$ cat src/rtl/chacha_keystream_xor.sv
// ChaCha20 keystream buffer: captures a 16-word block and XORs it
// word by word onto a valid/ready data stream.
module chacha_keystream_xor #(
  parameter int CNT_W   = 32,
  parameter int KS_SKIP = 0
) (
  input  logic                  clk,
  input  logic                  rst,
  input  logic                  start,
  input  logic [3:0][3:0][31:0] ks_block,
  input  logic                  ks_valid,
  output logic                  ks_ready,
  output logic                  blk_req,
  input  logic [31:0]           pt_data,
  input  logic [3:0]            pt_keep,
  input  logic                  pt_last,
  input  logic                  pt_valid,
  output logic                  pt_ready,
  output logic [31:0]           ct_data,
  output logic [3:0]            ct_keep,
  output logic                  ct_last,
  output logic                  ct_valid,
  input  logic                  ct_ready,
  output logic [CNT_W-1:0]      blk_count,
  output logic                  done
);

  typedef enum logic [1:0] {
    IDLE, WAIT_KS, STREAM, FLUSH
  } state_t;

  localparam logic [3:0] SKIP = 4'(KS_SKIP);

  state_t          state;
  logic [3:0]      word_idx;
  logic [15:0][31:0] ks_buf;
  logic            first;
  logic            pt_acc;
  logic            ct_acc;
  logic [31:0]     ks_word;
  logic [31:0]     keep_mask;

  assign ks_ready = (state == WAIT_KS);
  assign pt_ready = (state == STREAM) &&
                    (!ct_valid || ct_ready);
  assign pt_acc   = pt_valid && pt_ready;
  assign ct_acc   = ct_valid && ct_ready;
  assign ks_word  = ks_buf[word_idx];
  assign keep_mask = {{8{pt_keep[3]}}, {8{pt_keep[2]}},
                      {8{pt_keep[1]}}, {8{pt_keep[0]}}};

  always_ff @(posedge clk or posedge rst) begin
    if (rst) begin
      state     <= IDLE;
      word_idx  <= '0;
      ks_buf    <= '0;
      first     <= 1'b0;
      blk_count <= '0;
      blk_req   <= 1'b0;
      done      <= 1'b0;
      ct_data   <= '0;
      ct_keep   <= '0;
      ct_last   <= 1'b0;
      ct_valid  <= 1'b0;
    end else begin
      blk_req <= 1'b0;
      done    <= 1'b0;
      if (start) begin
        // abort anything in flight and restart the message
        state     <= WAIT_KS;
        word_idx  <= '0;
        first     <= 1'b1;
        blk_count <= '0;
        blk_req   <= 1'b1;
        ct_data   <= '0;
        ct_keep   <= '0;
        ct_last   <= 1'b0;
        ct_valid  <= 1'b0;
      end else begin
        if (ct_acc)
          ct_valid <= 1'b0;
        if (pt_acc) begin
          ct_data  <= (pt_data ^ ks_word) & keep_mask;
          ct_keep  <= pt_keep;
          ct_last  <= pt_last;
          ct_valid <= 1'b1;
          word_idx <= word_idx + 4'd1;
        end
        unique case (state)
          IDLE: ;
          WAIT_KS: begin
            if (ks_valid) begin
              ks_buf    <= ks_block;
              blk_count <= blk_count + 1'b1;
              word_idx  <= first ? SKIP : 4'd0;
              first     <= 1'b0;
              state     <= STREAM;
            end
          end
          STREAM: begin
            if (pt_acc) begin
              if (pt_last) begin
                state <= FLUSH;
              end else if (word_idx == 4'd15) begin
                blk_req <= 1'b1;
                state   <= WAIT_KS;
              end
            end
          end
          FLUSH: begin
            if (ct_acc && ct_last) begin
              done  <= 1'b1;
              state <= IDLE;
            end
          end
          default: state <= IDLE;
        endcase
      end
    end
  end

endmodule

$ cat config.mk
export PLATFORM = sky130hd
export DESIGN_NAME = chacha_keystream_xor
export DESIGN_NICKNAME = d
export VERILOG_FILES = /design/src/rtl/chacha_keystream_xor.sv
export SDC_FILE = /design/constraint.sdc
export NUM_CORES = 2
export LEC_CHECK = 0
export BUFFER_PORTS_ARGS = -buffer_cell sky130_fd_sc_hd__clkbuf_2
export CAP_MARGIN = 20
export CORE_AREA = 5 5 241 243
export CTS_CLUSTER_SIZE = 10
export DETAILED_ROUTE_END_ITERATION = 10
export DIE_AREA = 0 0 246 248
export PLACE_DENSITY = 0.73
export SYNTH_ARGS = -nofsm -noshare
export SYNTH_HDL_FRONTEND = slang
export SYNTH_SLANG_ARGS = --single-unit
$ cat constraint.sdc
create_clock -name clk -period 35.9 [get_ports clk]
set_input_delay 10.77 -clock clk [delete_from_list [all_inputs] [get_ports clk]]
set_output_delay 10.77 -clock clk [all_outputs]
set_load 0.05 [all_outputs]
# == Word-level counts from Yosys, hierarchy flattened ==
# Index checks and enable logic that the tools add are counted.
# Widths: inputs -> output; s select.
# classes
magnitude_cmp,1
n_reduce_logical,14
n_shift,0
n_eq_ne,8
div_mod_pow,0
bitwise,3
n_mux,33
n_addsub,2
multipliers,0
# op_table
op,n
$mux 32,6
$bmux 32 s4,1
$add 32x1->32 const B,1
$and 32x32->32,1
$xor 32x32->32,1
$mux 4,6
$mux 1,13
$mux 2,6
$ne 3x3->1 const B,3
$pmux 2 s3,1
$reduce_bool 2->1,3
$lt 4x5->1 const B,1
$reduce_and 5->1,1
$add 4x1->4 const B,1
$eq 2x2->1 const B,2
$eq 4x4->1 const B,1
$logic_and 1x1->1,4
$ne 4x3->1 const B,1
$reduce_bool 4->1,1
$reduce_and 3->1,1
$reduce_bool 3->1,1
$eq 2x1->1 const B,1
$reduce_and 2->1,1
$logic_not 1->1,1
2 further kinds,2
# totals
latchBits,0
word_cells,86
regBits,590
output_inout_bits,74
romBits,0
n_memories,0
mem_bits_rw,0
inputBits,555

# == Longest topological paths before layout ==
# logic_depth
depth_word,8
mapped_depth,8
mapped_depth_nobuf,6

# == Least setup slack after synthesis ==
# Ideal clock, no wire load.
# synth_timing
path_type,input-to-output
start,input ct_ready
end,output pt_ready
slack_ns,13.519
stages,3
arrival_time_ns,11.611
required_ns,25.130
n_path_buf,0
cell_sequence,nand2b_1 > nand2_1 > nor2_1
# synth_via
elab_chain_len,2
# synth_rtl
item,line_no,source
start: declaration,23,"input logic ct_ready,"
$logic_or 1x1->1,45,(!ct_valid || ct_ready);
$logic_and 1x1->1,44,assign pt_ready = (state == STREAM) &&
end: declaration,18,"output logic pt_ready,"
# No other way between the ends.

# == Worst setup path after layout ==
# Same ends and word-level chain as after synthesis.

==> results.md <==
- First-pass GRT wire length: 117000 um
- Vias/cell: 5.66
- Max cap viols: 0
- Final TNS setup: 0 ns
- Yosys Warn Count: 0
- Root buffer cell: clkbuf_16
- Setup Slack @ Placement: 13.66 ns
- Yosys cell types: 38
- Final Hold Viols: 0
- Cell family with most CP delay: buffers and inverters
- Hold WC Path Type: flop to flop
- Static leakage: around 14 nW
- Clk_skew: 0.0199 ns
- Least-Margin Pin Slew: 1.09 ns
- Synth Area per Inst: 15.6 sq um
- Slowest CP cell: clkbuf_2
- Post-DRT Antenna Nets: 0
- Share of layout cells above drive strength 1: 61.9%
- Final worst path period share: between 60% and 70%
- Largest net degree at the start of global routing: 202
- Total Power: 0.00191 W
- Final instance area: 32500 sq um
- Hold Path End: ks_buf[213]$_DFFE_PP0P_
- Synth Area in Simple Gates: 2.70%
- Post-Layout Cell Count: 3114
- Max Slew Vio Count: 0
- Cell count after synthesis: between 1500 and 2000
- Compound-Gate Fraction of Synth Area: 3.73%
- Crit-path most repeated cell: clkbuf_2
- Grt ovf: 0
- Nets: between 2000 and 3000
- Clock-pin slew of the registers on the worst-case setup and hold paths: 0.05 ns
- Drt total wl: 79000 um
- Area leader, netlist: dfrtp_1
- EDFF count, synth: 0
- Worst setup SP type: input pin
- Status: complete, no violations
- Syn nets: 2267
- All-layer global routing usage: 25.5%
- Placed inst area: 30500 sq um
- Clock Sinks: 590
- Initial Utilization: 48.0%
- Critical path capture point type: primary output
- Worst Hold Depth: 1
- Vias in the first global route: about 19000
- Full die area: 61000 sq um
- Estimated wirelength of the detail-placed design: 58500 um
- Commonest non-fill, non-tap cell in the layout: clkbuf_2
- Cell Pwr Density: between 50 and 60 nW/um^2
- Cts repair resizes: 0
- Synthesized area: 26700 sq um
- R2R depth: 6
- Longest Clk Path Bufs: 3
- Seq/Total Area, Yosys: a little under three fifths
- Buffers plus inverters on the worst setup path: 2
- Yosys reg bits: between 500 and 600
- Filler cells: between 4000 and 5000
- Die Width: 246 um
- Ys async rst share: between 90% and 100%
- Slowest stage delay, CP: 0.29 ns
- H-tree levels: 3
- CP Cell Sequence: clkbuf_2, nand2b_1, nand2_1, nor2_1, clkbuf_2
- WP data required: around 25 ns
- Largest family of logic cells by synthesized area: multiplexers
- CTS tree: built
- # IOs: roughly 630
- Avg WL per Cell: approximately 25 um
- Worst Path Max Fanout: 4
- Via Count: 17622
- Reg2Reg Launch Point: state[0]$_DFFE_PP0P_
- TritonRoute pass-1 iters: 5
- Synth area leaders: dfrtp_1, mux2_2, mux4_2
- Post-CTS Setup Inserts: 0
- RSZ-0062 raised after global routing: no
- Minimum clock period: 22.25 ns
- Area of the core: roughly 56000 sq um
- Fmax: roughly 45 MHz
- Synth Flop Type: dfrtp_1
- Gpl congestion: between 0.8 and 0.9
- CTS Buf Count: 70
- Worst R2R End: ks_buf[123]$_DFFE_PP0P_
- Post-Synth XOR/XNOR Area: less than 1%
- Peak supply drop: 0.0000379 V
- FF-to-FF setup slack: 31.68 ns
- Area grow syn2layout: 21.6%
- Port Buf Inserts: 628
- Arrival time worst endpoint: 11.48 ns
- Initial drt markers: 979
- Height of the die: roughly 250 um
- Placed Cells: 2995
- # setup viols final: 0
- Mux contribution to synthesized area: 35.1%
- Most frequent cells in the layout: clkbuf_2, dfrtp_1, mux2_2
- Clk Latency, worst-skew pair: between 0.5 and 0.6 ns
- Std cell rows: 87
- Adder-cell share of the synthesized area: 0.0935%
- # DRC: 0
- CTS Hold Bufs: 0
- Initial antenna violation count: 33
- Area share of the largest cell type after synthesis: 55.2%
- Critical hold path startpoint: ks_buf[213]$_DFFE_PP0P_
- Setup slack after layout: approximately 14 ns
- Critical setup path kind: input pin to primary output
- Slew margin rel.: 27.3%
metrics by stage:
step,utilization [%],hold WS (ns)
finish,58.4,0.500
global route,58.3,0.516
CTS,58.2,0.503
detailed placement,54.7,0.490
global placement,54.7,0.483
floorplan,-,0.475
Yosys cell counts (all sizes together), types with 10 or more instances:
cell	number
dfrtp	590
mux2	576
mux4	128
buf	86
nor2	39
clkbuf	33
a221o	32
a22o	32
nand2	32
o221ai	32
xnor2	20
a21oi	12
nand4	12
nor4	12
or3	11
xor2	10
cell type report:
class	count	area, sq um	area share, %
flip-flops and latches	590	14800	45.4
multi-input cells	994	11400	35.0
repair buffers	650	3360	10.3
clock buffers	84	1870	5.74
well taps	756	946	2.91
clock inverters	5	80.1	0.246
diodes	28	70.1	0.215
inverters	7	33.8	0.104
logic make-up after synthesis:
family	count (synthesis)
adders and majority gates	2
xor gates and xnor gates	30
muxes	705
DFF	590
and+or+nand+nor	140
AOI/OAI and AO/OA	117
buffers and inverters	126
state kept, by name, indices dropped and copies added (netlist names):
name and flops:
blk_count 32, ct_keep 4, ct_last 1, ks_buf 512, blk_req 1, done 1, ct_valid 1, state 2
word_idx 4, ct_data 32
worst max-delay path by stage:
stage / startpoint / to / slack, ns / cells after the start
4_1_cts: ct_ready / pt_ready / 13.66 / 5
6_report: ct_ready / pt_ready / 13.65 / 5
3_5_place_dp: ct_ready / pt_ready / 13.66 / 5
5_1_grt: ct_ready / pt_ready / 13.59 / 5
3_3_place_gp: ct_ready / pt_ready / 13.64 / 5
2_1_floorplan: rst / blk_count[0]$_DFFE_PP0P_ / 8.62 / 1
where the power goes:
part / internal (W) / switching [W] / leakage, nW
registers: 0.000827 / 0.0000841 / 7.04
logic: 0.000225 / 0.000146 / 6.11
clock network: 0.000369 / 0.000261 / 0.951
per-layer routing:
| metal | wire length (um) | track usage, % | share of wire [%] | vias to the layer above |
|---|---|---|---|---|
| met4 | 2990 | 11.5 | 3.8 | 14 |
| li1 | - | - | - | 7740 |
| met5 | 83 | 0 | 0.11 | - |
| met3 | 6540 | 7.54 | 8.3 | 151 |
| met1 | 28800 | 30.7 | 36 | 9098 |
| met2 | 40600 | 42.9 | 51 | 619 |
Note: power is estimated with default switching activity, not from simulation.
